<file path="src/rtl/muldiv_unit_pkg.sv">
// Shared constants for the iterative RV64M multiply/divide unit:
// funct3 opcodes, FSM state encoding and the most-negative operand value.
package muldiv_unit_pkg;

  localparam logic [2:0] OP_MUL    = 3'b000;
  localparam logic [2:0] OP_MULH   = 3'b001;
  localparam logic [2:0] OP_MULHSU = 3'b010;
  localparam logic [2:0] OP_MULHU  = 3'b011;
  localparam logic [2:0] OP_DIV    = 3'b100;
  localparam logic [2:0] OP_DIVU   = 3'b101;
  localparam logic [2:0] OP_REM    = 3'b110;
  localparam logic [2:0] OP_REMU   = 3'b111;

  typedef enum logic [1:0] {
    ST_IDLE = 2'd0,
    ST_CALC = 2'd1,
    ST_FIX  = 2'd2,
    ST_DONE = 2'd3
  } state_t;

  // Most-negative two's-complement value for a given operand width (<= 64).
  function automatic logic [63:0] most_neg(input int size);
    return 64'd1 << (size - 1);
  endfunction

endpackage

</file>
<file path="src/rtl/muldiv_unit_if.sv">
// Request/response bundle between the execute stage and the multiply/divide
// unit; the result side feeds the register file write port directly.
interface muldiv_unit_if #(
  parameter int SIZE = 64
);
  logic            start;
  logic [2:0]      op;
  logic [SIZE-1:0] a;
  logic [SIZE-1:0] b;
  logic [4:0]      rd;
  logic            busy;
  logic            done;
  logic [SIZE-1:0] dout;
  logic [4:0]      rw;
  logic            we;

  modport master (
    output start, op, a, b, rd,
    input  busy, done, dout, rw, we
  );

  modport slave (
    input  start, op, a, b, rd,
    output busy, done, dout, rw, we
  );
endinterface

</file>
<file path="src/rtl/muldiv_signfix.sv">
// Conditional two's-complement negate: turns signed operands into magnitudes
// on entry and restores the result sign on exit.
module muldiv_signfix #(
  parameter int W = 64
) (
  input  logic [W-1:0] val,
  input  logic         neg,
  output logic [W-1:0] res
);

  assign res = neg ? (~val + W'(1)) : val;

endmodule

</file>
<file path="src/rtl/muldiv_unit.sv">
// Iterative RV64M multiply/divide: shift-add multiplier and restoring divider
// sharing one hi/lo register pair, one result bit per cycle, SIZE+2 latency.
module muldiv_unit
  import muldiv_unit_pkg::*;
#(
  parameter int SIZE  = 64,
  parameter int CNT_W = 7
) (
  input logic           clk,
  input logic           rst,
  muldiv_unit_if.slave  m
);

  localparam logic [SIZE-1:0]  MIN_NEG  = SIZE'(most_neg(SIZE));
  localparam logic [CNT_W-1:0] LAST_CNT = CNT_W'(SIZE - 1);

  state_t           state_reg;
  logic [SIZE-1:0]  hi_reg, lo_reg, opb_reg;
  logic [SIZE-1:0]  a_reg, b_reg;
  logic [2:0]       op_reg;
  logic [4:0]       rd_reg;
  logic             res_neg_reg;
  logic [CNT_W-1:0] cnt_reg;
  logic             busy_reg, done_reg, we_reg;
  logic [SIZE-1:0]  dout_reg;
  logic [4:0]       rw_reg;

  // Operand entry: magnitudes of A and B according to the op's signedness.
  logic            sgn_a, sgn_b, entry_neg;
  logic [SIZE-1:0] opnd     [2];
  logic            opnd_neg [2];
  logic [SIZE-1:0] mag      [2];

  assign sgn_a = (m.op == OP_MULH) || (m.op == OP_MULHSU) ||
                 (m.op == OP_DIV)  || (m.op == OP_REM);
  assign sgn_b = (m.op == OP_MULH) || (m.op == OP_DIV) || (m.op == OP_REM);

  assign opnd[0]     = m.a;
  assign opnd[1]     = m.b;
  assign opnd_neg[0] = sgn_a & m.a[SIZE-1];
  assign opnd_neg[1] = sgn_b & m.b[SIZE-1];

  genvar gi;
  generate
    for (gi = 0; gi < 2; gi++) begin : g_entry
      muldiv_signfix #(.W(SIZE)) u_fix (
        .val (opnd[gi]),
        .neg (opnd_neg[gi]),
        .res (mag[gi])
      );
    end
  endgenerate

  // Remainder follows the dividend's sign; everything else takes sign(A)^sign(B).
  assign entry_neg = (m.op[2:1] == 2'b11) ? opnd_neg[0] : (opnd_neg[0] ^ opnd_neg[1]);

  // One iteration: lo holds multiplier/dividend, hi accumulates product/remainder.
  logic [SIZE:0]   mul_sum, div_shift;
  logic            div_ge;
  logic [SIZE-1:0] hi_next, lo_next;

  assign mul_sum   = {1'b0, hi_reg} + {1'b0, opb_reg & {SIZE{lo_reg[0]}}};
  assign div_shift = {hi_reg, lo_reg[SIZE-1]};
  assign div_ge    = div_shift >= {1'b0, opb_reg};

  always_comb begin
    hi_next = hi_reg;
    lo_next = lo_reg;
    if (op_reg[2]) begin
      hi_next = div_ge ? SIZE'(div_shift - {1'b0, opb_reg}) : div_shift[SIZE-1:0];
      lo_next = {lo_reg[SIZE-2:0], div_ge};
    end else begin
      hi_next = mul_sum[SIZE:1];
      lo_next = {mul_sum[0], lo_reg[SIZE-1:1]};
    end
  end

  // Result exit: sign-correct the full double-width value, then select.
  logic [2*SIZE-1:0] res_sel, res_fix;
  logic              b_zero, ovf;
  logic [SIZE-1:0]   dout_next;

  always_comb begin
    res_sel = {hi_reg, lo_reg};
    if (op_reg[2]) begin
      res_sel = op_reg[1] ? {{SIZE{1'b0}}, hi_reg} : {{SIZE{1'b0}}, lo_reg};
    end
  end

  muldiv_signfix #(.W(2*SIZE)) u_exit_fix (
    .val (res_sel),
    .neg (res_neg_reg),
    .res (res_fix)
  );

  assign b_zero = (b_reg == '0);
  assign ovf    = ((op_reg == OP_DIV) || (op_reg == OP_REM)) &&
                  (a_reg == MIN_NEG) && (b_reg == '1);

  always_comb begin
    dout_next = res_fix[SIZE-1:0];
    case (op_reg)
      OP_MUL:                       dout_next = res_fix[SIZE-1:0];
      OP_MULH, OP_MULHSU, OP_MULHU: dout_next = res_fix[2*SIZE-1:SIZE];
      OP_DIV, OP_DIVU:              dout_next = b_zero ? '1 : (ovf ? MIN_NEG : res_fix[SIZE-1:0]);
      default:                      dout_next = b_zero ? a_reg : (ovf ? '0 : res_fix[SIZE-1:0]);
    endcase
  end

  always_ff @(posedge clk or posedge rst) begin
    if (rst) begin
      state_reg   <= ST_IDLE;
      hi_reg      <= '0;
      lo_reg      <= '0;
      opb_reg     <= '0;
      a_reg       <= '0;
      b_reg       <= '0;
      op_reg      <= '0;
      rd_reg      <= '0;
      res_neg_reg <= 1'b0;
      cnt_reg     <= '0;
      busy_reg    <= 1'b0;
      done_reg    <= 1'b0;
      we_reg      <= 1'b0;
      dout_reg    <= '0;
      rw_reg      <= '0;
    end else begin
      done_reg <= 1'b0;
      we_reg   <= 1'b0;
      case (state_reg)
        ST_IDLE, ST_DONE: begin
          if (m.start) begin
            hi_reg      <= '0;
            lo_reg      <= mag[0];
            opb_reg     <= mag[1];
            a_reg       <= m.a;
            b_reg       <= m.b;
            op_reg      <= m.op;
            rd_reg      <= m.rd;
            res_neg_reg <= entry_neg;
            cnt_reg     <= '0;
            busy_reg    <= 1'b1;
            state_reg   <= ST_CALC;
          end else begin
            state_reg <= ST_IDLE;
          end
        end
        ST_CALC: begin
          hi_reg  <= hi_next;
          lo_reg  <= lo_next;
          cnt_reg <= cnt_reg + CNT_W'(1);
          if (cnt_reg == LAST_CNT) begin
            state_reg <= ST_FIX;
          end
        end
        ST_FIX: begin
          dout_reg  <= dout_next;
          rw_reg    <= rd_reg;
          done_reg  <= 1'b1;
          we_reg    <= (rd_reg != 5'd0);
          busy_reg  <= 1'b0;
          state_reg <= ST_DONE;
        end
        default: state_reg <= ST_IDLE;
      endcase
    end
  end

  assign m.busy = busy_reg;
  assign m.done = done_reg;
  assign m.we   = we_reg;
  assign m.dout = dout_reg;
  assign m.rw   = rw_reg;

endmodule

</file>
<file path="src/flat_wrapper.sv">
// flat-port wrapper written by rule: the top's interface ports become plain ports
module muldiv_unit_flat import muldiv_unit_pkg::*;
#(
  parameter int SIZE  = 64,
  parameter int CNT_W = 7
)
  (clk, rst, m_start, m_op, m_a, m_b, m_rd, m_busy, m_done, m_dout, m_rw, m_we);
  muldiv_unit_if #(.SIZE(SIZE)) m_i ();
  input logic clk;
  input logic rst;
  input wire logic [$bits(m_i.start)-1:0] m_start;
  input wire logic [$bits(m_i.op)-1:0] m_op;
  input wire logic [$bits(m_i.a)-1:0] m_a;
  input wire logic [$bits(m_i.b)-1:0] m_b;
  input wire logic [$bits(m_i.rd)-1:0] m_rd;
  output wire logic [$bits(m_i.busy)-1:0] m_busy;
  output wire logic [$bits(m_i.done)-1:0] m_done;
  output wire logic [$bits(m_i.dout)-1:0] m_dout;
  output wire logic [$bits(m_i.rw)-1:0] m_rw;
  output wire logic [$bits(m_i.we)-1:0] m_we;
  assign m_i.start = m_start;
  assign m_i.op = m_op;
  assign m_i.a = m_a;
  assign m_i.b = m_b;
  assign m_i.rd = m_rd;
  assign m_busy = m_i.busy;
  assign m_done = m_i.done;
  assign m_dout = m_i.dout;
  assign m_rw = m_i.rw;
  assign m_we = m_i.we;
  muldiv_unit #(.SIZE(SIZE), .CNT_W(CNT_W)) u_core (.clk(clk), .rst(rst), .m(m_i));
endmodule
</file>
<file path="config.mk">
export PLATFORM = sky130hd
export DESIGN_NAME = muldiv_unit_flat
export DESIGN_NICKNAME = d
export VERILOG_FILES = /design/src/rtl/muldiv_unit_pkg.sv /design/src/rtl/muldiv_unit_if.sv /design/src/rtl/muldiv_signfix.sv /design/src/rtl/muldiv_unit.sv /design/src/flat_wrapper.sv
export SDC_FILE = /design/constraint.sdc
export NUM_CORES = 2
export LEC_CHECK = 0
export ABC_AREA = 1
export BUFFER_PORTS_ARGS = -buffer_cell sky130_fd_sc_hd__buf_2
export CAP_MARGIN = 20
export CORE_MARGIN = 2
export CORE_UTILIZATION = 34
export DETAILED_ROUTE_END_ITERATION = 12
export SETUP_SLACK_MARGIN = 0.15
export SYNTH_ARGS = -nofsm -noshare
export SYNTH_HDL_FRONTEND = slang
export SYNTH_SLANG_ARGS = --single-unit
</file>
<file path="constraint.sdc">
create_clock -name clk -period 15.08 [get_ports clk]
set_input_delay 0.754 -clock clk [delete_from_list [all_inputs] [get_ports clk]]
set_output_delay 0.754 -clock clk [all_outputs]
set_load 0.01 [all_outputs]
</file>
======== After elaboration in Yosys (flattened, before gate mapping) ========
Index checks and enable logic that the tools add are counted.
cells by class
  order comparisons ....................... 1
  bitwise gates (word level) .............. 7
  multiplexer cells ....................... 27
  reductions and logical operators ........ 20
  $add $sub $neg .......................... 6
  equal/unequal tests ..................... 19
operators by type and width
  cell                                                                number
  64-bit two-way mux                                                  12
  128-bit two-way mux                                                 2
  64-bit one-hot mux with 2 select lines                              2
  64-bit one-hot mux with 3 select lines                              1
  128-bit by 1-bit adder with 128-bit output (second input constant)  1
  64-bit by 1-bit adder with 64-bit output (second input constant)    2
  64-bit == test (second input constant)                              2
  128-bit NOT                                                         1
  64-bit NOT                                                          2
  64-bit by 64-bit adder with 65-bit output                           1
  65-bit by 64-bit >= comparator with 1-bit output                    1
  64-bit bitwise AND                                                  1
  64-bit logical NOT                                                  1
  64-bit subtractor                                                   1
  3-bit == test (second input constant)                               5
  7-bit one-hot mux with 2 select lines                               1
  3-bit by 2-bit == test with 1-bit output (second input constant)    3
  7-bit by 1-bit adder with 7-bit output (second input constant)      1
  7-bit by 6-bit == test with 1-bit output (second input constant)    1
  7-bit two-way mux                                                   1
  2-bit == test (second input constant)                               3
  3-bit by 1-bit == test with 1-bit output (second input constant)    2
  1-bit logical OR                                                    6
  2-bit one-hot mux with 3 select lines                               1
  16 further kinds                                                    26
word-level totals
  register bits after elaboration ......... 410
  output and inout port bits .............. 72
  bits of input ports ..................... 139
  word-level logic and storage cells ...... 95

======== Depth between registers and ports, before layout ========
  depth in word-level cells ............... 8
  depth in mapped cells ................... 26
  depth with buffers taken out ............ 24

======== Cells and area by module ========
Synthesis repeated with hierarchy kept, for this count alone.
unflattened totals
  cells, all modules ...................... 7,989
  area, all modules ....................... 44,575.3 sq um
by module, submodules not included
  module                                         sequential area each (sq um)  times used  area an instance (sq um)  cells each
  muldiv_unit                                    10,259.8                      1           34,291.6                  5,809
  muldiv_signfix at u_core.u_exit_fix            0.0                           1           5,351.4                   1,184
  muldiv_signfix at u_core.g_entry[0].u_fix ...  0.0                           2           2,466.1                   498

======== Least setup slack after synthesis ========
No wires, ideal clock.
  kind .................................... reg2reg
  from .................................... register u_core.lo_reg[0]
  to ...................................... register u_core.hi_reg[49]
  required time ........................... 14,962 ps
  library setup time ...................... 118 ps
  stages on the path, launching flop included .. 20
  path slack .............................. 12,134 ps
  clock period less this slack ............ 2,946 ps
  buffers on the path ..................... 2
  data arrival time ....................... 2,828 ps
  cells stage by stage .................... dfrtp_1 -> clkbuf_1 -> clkbuf_1 -> nand2_1 -> inv_1 -> ha_1 -> inv_1 -> fa_1 -> inv_1 -> nand3_1 -> nand2_1 -> a21oi_1 -> o21ai_0 -> nand2_1 -> nand2_1 -> nand4_1 -> nand4_1 -> nand3_1 -> nand3_1 -> nand2_1
on the way
  longest elaborated chain between the ends .. 4
RTL lines
  element                                    line                source
  start: declaration                         muldiv_unit.sv:18   logic [SIZE-1:0] hi_reg, lo_reg, opb_reg;
  start signal: assignment                   muldiv_unit.sv:134  lo_reg <= mag[0];
  start signal: assignment                   muldiv_unit.sv:150  lo_reg <= lo_next;
  64-bit bitwise AND                         muldiv_unit.sv:62   assign mul_sum = {1'b0, hi_reg} + {1'b0, opb_reg & {SIZE{lo_reg[0]}}};
  64-bit by 64-bit adder with 65-bit output  muldiv_unit.sv:62
  64-bit two-way mux                         muldiv_unit.sv:69   if (op_reg[2]) begin
  64-bit one-hot mux with 2 select lines     muldiv_unit.sv:130  case (state_reg)
  end signal: assignment                     muldiv_unit.sv:149  hi_reg <= hi_next;
  end: declaration                           muldiv_unit.sv:18
No other way between the ends.
A chain may end at the register's enable or synchronous reset.

======== Worst setup path after layout ========
  from .................................... register u_core.op_reg[2]
  to ...................................... register u_core.dout_reg[38], in the netlist u_core.m.dout[38]
on the way
  longest elaborated chain between the ends .. 7
  elaborated cells on any way between the ends .. 21
  those cells by class .................... 1 x add/sub; 6 x eq/ne; 7 x mux; 1 x bitwise; 6 x reduce/logical
RTL lines
  element                                                                                 line                                     source
  start: declaration                                                                      muldiv_unit.sv:20                        logic [2:0] op_reg;
  start signal: assignment                                                                muldiv_unit.sv:138                       op_reg <= m.op;
  128-bit two-way mux (tied with other cells)                                             muldiv_unit.sv:85                        if (op_reg[2]) begin
  128-bit NOT / 1-bit logical OR (equally long branches)                                  muldiv_signfix.sv:11, muldiv_unit.sv:97
  128-bit by 1-bit adder with 128-bit output / 1-bit logical AND (equally long branches)  muldiv_signfix.sv:11, muldiv_unit.sv:97
  128-bit two-way mux / 1-bit logical AND (equally long branches)                         muldiv_signfix.sv:11, muldiv_unit.sv:98
  64-bit two-way mux, on equally long branches (2 in series)                              muldiv_unit.sv:106, muldiv_unit.sv:105
  64-bit one-hot mux with 3 select lines (*)                                              muldiv_unit.sv:102                       case (op_reg)
  end signal: assignment                                                                  muldiv_unit.sv:157                       dout_reg <= dout_next;
  end: declaration                                                                        muldiv_unit.sv:25                        logic [SIZE-1:0] dout_reg;
Mark *: on every way between the ends. The rest lies on a longest branch, timed or not.

==> flow_results.xml <==
<?xml version="1.0" encoding="UTF-8"?>
<metrics>
  <group name="clock_network">
    <metric name="tritoncts" unit="">done</metric>
    <metric name="cts-resized-gates" unit="">0</metric>
    <metric name="post-cts-setup-buffer-count" unit="">0</metric>
    <metric name="cts_max_level" unit="">2</metric>
    <metric name="cts_sinks" unit="">409</metric>
    <metric name="clock_latency" unit="ns">0.71</metric>
    <metric name="clk_transition_reported_paths" unit="ns">0.07</metric>
    <metric name="max-clock-path-buffers" unit="">3</metric>
    <metric name="holdBufCountCts" unit="">0</metric>
    <metric name="ctsRootBufferMaster" unit="">sky130_fd_sc_hd__clkbuf_16</metric>
    <metric name="cts_buffers" unit="">59</metric>
  </group>
  <group name="synth">
    <metric name="synth_flop_cell" unit="">sky130_fd_sc_hd__dfrtp_1</metric>
    <metric name="syn_area_per_cell" unit="um2">5.69</metric>
    <metric name="postSynthNetCount" unit="">7536</metric>
    <metric name="synth_enable_flop_cells" unit="">0</metric>
    <metric name="post-synth-top-area-fraction" unit="%">24.8</metric>
    <metric name="seq_area_frac_synth" unit="%">24.8</metric>
    <metric name="area_of_the_mapped_netlist" unit="um2">41300</metric>
    <metric name="synth_register_bits" unit="">409</metric>
    <metric name="yosys-top-cells-area" unit="">sky130_fd_sc_hd__dfrtp_1, sky130_fd_sc_hd__nand2_1, sky130_fd_sc_hd__nor2_1</metric>
    <metric name="synth-async-reset-ratio" unit="%">100</metric>
    <metric name="netlist_instances" unit="">7261</metric>
    <metric name="synth_cell_type_count" unit="">54</metric>
    <metric name="yosysWarnings" unit="">0</metric>
    <metric name="yosysTopAreaCell" unit="">sky130_fd_sc_hd__dfrtp_1</metric>
  </group>
  <group name="grt">
    <metric name="antenna_found_initial" unit="">31</metric>
    <metric name="grt_pass1_vias" unit="">47000</metric>
    <metric name="globalRoute.totalOverflow" unit="">0</metric>
    <metric name="grt_use_total" unit="%">41.3</metric>
    <metric name="grt_start_max_net_pins" unit="">121</metric>
    <metric name="grt_pass1_wl" unit="mm">365</metric>
  </group>
  <group name="timing">
    <metric name="grt_setup_unrepaired" unit="">no</metric>
    <metric name="finalWorstSetupSlack" unit="ns">9.58</metric>
    <metric name="maxSlewHeadroom" unit="%">8.62</metric>
    <metric name="fin_crit_sh" unit="%">36.5</metric>
    <metric name="tightestPinTransition" unit="ns">1.36</metric>
    <metric name="final_hold_viol_count" unit="">0</metric>
    <metric name="clock.fmax" unit="MHz">182</metric>
    <metric name="final-setup-viol-count" unit="">0</metric>
    <metric name="min_period" unit="ns">5.50</metric>
    <metric name="clock_skew" unit="ns">0.0300</metric>
    <metric name="aggregate_negative_setup_slack" unit="ns">0</metric>
    <metric name="timing_max_transition_violations_final" unit="">0</metric>
  </group>
  <group name="job">
    <metric name="drv_cap" unit="">0</metric>
  </group>
  <group name="placement">
    <metric name="io_buffer_count" unit="">210</metric>
    <metric name="place.gp.congestion" unit="">1.08</metric>
    <metric name="post-place-ws" unit="ns">9.89</metric>
    <metric name="dp_hpwl" unit="mm">218</metric>
  </group>
  <group name="floorplan">
    <metric name="die_x" unit="um">353</metric>
    <metric name="rows" unit="">127</metric>
    <metric name="initial_utilization" unit="%">34.4</metric>
    <metric name="chipHeight" unit="um">353</metric>
    <metric name="ioPinCount" unit="">211</metric>
    <metric name="fp.dieArea" unit="um2">124000</metric>
    <metric name="fp.coreArea" unit="um2">120000</metric>
  </group>
  <group name="final_layout">
    <metric name="fillers" unit="">13600</metric>
    <metric name="drive_above_1_share" unit="%">6.99</metric>
    <metric name="num-nets-final" unit="">7634</metric>
    <metric name="area_delta_synth_final" unit="%">11.9</metric>
  </group>
  <group name="power_and_ir_drop">
    <metric name="p_clk_share" unit="%">56.0</metric>
    <metric name="leakagePower" unit="nW">25.0</metric>
    <metric name="cell_internal_pwr" unit="mW">2.04</metric>
    <metric name="share_comb_of_total_power" unit="%">4.5</metric>
    <metric name="swShare" unit="%">26.7</metric>
    <metric name="power_per_cell_area" unit="nW/um2">60.1</metric>
    <metric name="power_frac_seq" unit="%">39.5</metric>
    <metric name="power.switching" unit="mW">0.741</metric>
    <metric name="max_ir_drop_vdd" unit="mV">0.0937</metric>
  </group>
  <group name="critical_path">
    <metric name="worst_setup_path_start_kind" unit="">register</metric>
    <metric name="worst_ep_arrival_time" unit="ns">6.13</metric>
    <metric name="critical_path_required" unit="ns">15.71</metric>
    <metric name="cp-end-kind" unit="">register</metric>
    <metric name="timing.setup.critical_path_class" unit="">register to register</metric>
    <metric name="worst-path-max-fanout" unit="">74</metric>
  </group>
  <group name="detailed_routing">
    <metric name="post_drt_wl_per_cell" unit="um">29.5</metric>
    <metric name="drcViolationCount" unit="">0</metric>
    <metric name="post_drt_via_cell_ratio" unit="">5.80</metric>
    <metric name="finalWirelength" unit="mm">266</metric>
    <metric name="vias" unit="">52400</metric>
    <metric name="final_antenna_net_count" unit="">0</metric>
    <metric name="drt_iter0_drc" unit="">7833</metric>
    <metric name="firstDrtPassIters" unit="">6</metric>
  </group>
  <group name="min_path">
    <metric name="min_path_type" unit="">primary input to async pin</metric>
  </group>
  <group name="outcome">
    <metric name="status" unit="">finished, final reports clean</metric>
  </group>
</metrics>
## cells in the final DEF, fill, tap and decap left out, types with 7 or more instances in the layout
cell / count
sky130_fd_sc_hd__nand2_1: 2000
sky130_fd_sc_hd__nor2_1: 1005
sky130_fd_sc_hd__inv_1: 987
sky130_fd_sc_hd__nand3_1: 716
sky130_fd_sc_hd__o21ai_0: 668
sky130_fd_sc_hd__dfrtp_1: 406
sky130_fd_sc_hd__a21oi_1: 384
sky130_fd_sc_hd__buf_2: 211
sky130_fd_sc_hd__ha_1: 133
sky130_fd_sc_hd__nand4_1: 132
sky130_fd_sc_hd__a31oi_1: 96
sky130_fd_sc_hd__buf_4: 81
sky130_fd_sc_hd__o21ai_1: 72
sky130_fd_sc_hd__nor3_1: 66
sky130_fd_sc_hd__clkbuf_16: 59
sky130_fd_sc_hd__or2_2: 54
sky130_fd_sc_hd__xor2_1: 37
sky130_fd_sc_hd__nand3b_1: 31
sky130_fd_sc_hd__o211ai_1: 30
sky130_fd_sc_hd__nor4_1: 24
sky130_fd_sc_hd__nor2_2: 21
sky130_fd_sc_hd__o21bai_1: 15
sky130_fd_sc_hd__a21o_1: 15
sky130_fd_sc_hd__xnor2_1: 11
sky130_fd_sc_hd__clkbuf_1: 11
sky130_fd_sc_hd__clkbuf_8: 10
sky130_fd_sc_hd__clkinv_2: 9
sky130_fd_sc_hd__o21a_1: 9
sky130_fd_sc_hd__diode_2: 8
sky130_fd_sc_hd__bufinv_16: 8
sky130_fd_sc_hd__o31ai_1: 7
## metrics by stage
step	utilization, %	instance area, um2	instances	hold WS, ns	power, mW
finish	38.4	46200	9029	0.214	2.78
global route	38.4	46200	9024	0.257	2.85
CTS	38.4	46200	9018	0.214	2.79
detailed placement	36.7	44100	8907	0.457	1.24
global placement	36.6	44100	8903	0.451	1.24
floorplan	-	41300	7261	0.444	1.17
## final cells by class
class	instances	area, um2	area share [%]
Clock inverter	31	433	0.936
Antenna cell	8	20.0	0.0433
Timing Repair Buffer	297	1720	3.72
Multi-Input combinational cell	5590	26400	57.0
Tap cell	1612	2020	4.36
Inverter	1002	3780	8.17
Sequential cell	409	10200	22.2
Clock buffer	80	1660	3.58
## power groups by stage
stage	Clock [mW]	Sequential (mW)	Combinational [mW]
finish	1.56	1.10	0.125
detailed placement	0	1.12	0.122
global route	1.61	1.10	0.136
CTS	1.57	1.10	0.123
floorplan	0	1.12	0.0557
global placement	0	1.12	0.121
## Yosys cell counts (6+ instances only)
cell type,instances
sky130_fd_sc_hd__nor4_1,24
sky130_fd_sc_hd__nand3_1,717
sky130_fd_sc_hd__o21bai_1,15
sky130_fd_sc_hd__nor3_1,69
sky130_fd_sc_hd__xnor2_1,11
sky130_fd_sc_hd__buf_2,22
sky130_fd_sc_hd__o211ai_1,30
sky130_fd_sc_hd__or2_2,54
sky130_fd_sc_hd__inv_1,991
sky130_fd_sc_hd__nor2_2,20
sky130_fd_sc_hd__buf_4,6
sky130_fd_sc_hd__clkbuf_1,195
sky130_fd_sc_hd__o21ai_1,71
sky130_fd_sc_hd__buf_1,31
sky130_fd_sc_hd__nand4_1,132
sky130_fd_sc_hd__a31oi_1,96
sky130_fd_sc_hd__a22oi_1,6
sky130_fd_sc_hd__dfrtp_1,409
sky130_fd_sc_hd__o31ai_1,7
sky130_fd_sc_hd__clkinv_1,6
sky130_fd_sc_hd__ha_1,134
sky130_fd_sc_hd__nor2_1,1010
sky130_fd_sc_hd__o21a_1,9
sky130_fd_sc_hd__a21oi_1,386
sky130_fd_sc_hd__buf_6,6
sky130_fd_sc_hd__o21ai_0,669
sky130_fd_sc_hd__nand3b_1,31
sky130_fd_sc_hd__a21o_1,15
sky130_fd_sc_hd__xor2_1,37
sky130_fd_sc_hd__nand2_1,2002
## metal layers
layer | routed length, um | track usage (%)
met5 | 121 | 0
met4 | 9400 | 12.6
met3 | 33100 | 12.4
met2 | 101000 | 55.0
met1 | 123000 | 62.4
## final timing paths
path	endpoint	slack, ns	start	cells past startpoint
worst min register to register	u_core.m.rw[1]$_DFFE_PP0P_	0.47	u_core.m.rw[1]$_DFFE_PP0P_	2
max in group asynchronous	u_core.a_reg[18]$_DFFE_PP0P_	12.60	rst	4
worst max-delay path	u_core.m.dout[38]$_DFFE_PP0P_	9.58	u_core.op_reg[2]$_DFFE_PP0P_	15
min in group clk	u_core.rd_reg[0]$_DFFE_PP0P_	0.25	m_rd[0]	3
worst min-delay path	u_core.opb_reg[34]$_DFFE_PP0P_	0.21	rst	2
worst max register to register	u_core.m.dout[38]$_DFFE_PP0P_	9.58	u_core.op_reg[2]$_DFFE_PP0P_	15
## kinds of logic after synthesis
family | after synthesis | synth area share, %
and+or+nand+nor | 4078 | 41.3
DFF | 409 | 24.8
adders and majority gates | 136 | 4.15
xor gates and xnor gates | 49 | 1.06
muxes | 4 | 0.103
buffers and inverters | 1262 | 11.7
AOI/OAI and AO/OA | 1323 | 16.9
## critical path, stage by stage (launching register included)
cell and delay, ns:
sky130_fd_sc_hd__dfrtp_4 0.80, sky130_fd_sc_hd__nand2_4 0.40, sky130_fd_sc_hd__buf_4 0.51, sky130_fd_sc_hd__o21ai_1 1.03, sky130_fd_sc_hd__nand2_1 0.22, sky130_fd_sc_hd__nor2_1 0.41
sky130_fd_sc_hd__nand3_1 0.39, sky130_fd_sc_hd__nor2_1 0.20, sky130_fd_sc_hd__nand2_1 0.08, sky130_fd_sc_hd__nand2_1 0.12, sky130_fd_sc_hd__nand4_1 0.24, sky130_fd_sc_hd__nand2_1 0.12
sky130_fd_sc_hd__nand2_1 0.05, sky130_fd_sc_hd__nor2_1 0.51, sky130_fd_sc_hd__nor2_1 0.10, sky130_fd_sc_hd__a21oi_1 0.15
Power figures use the tool's default switching activity.
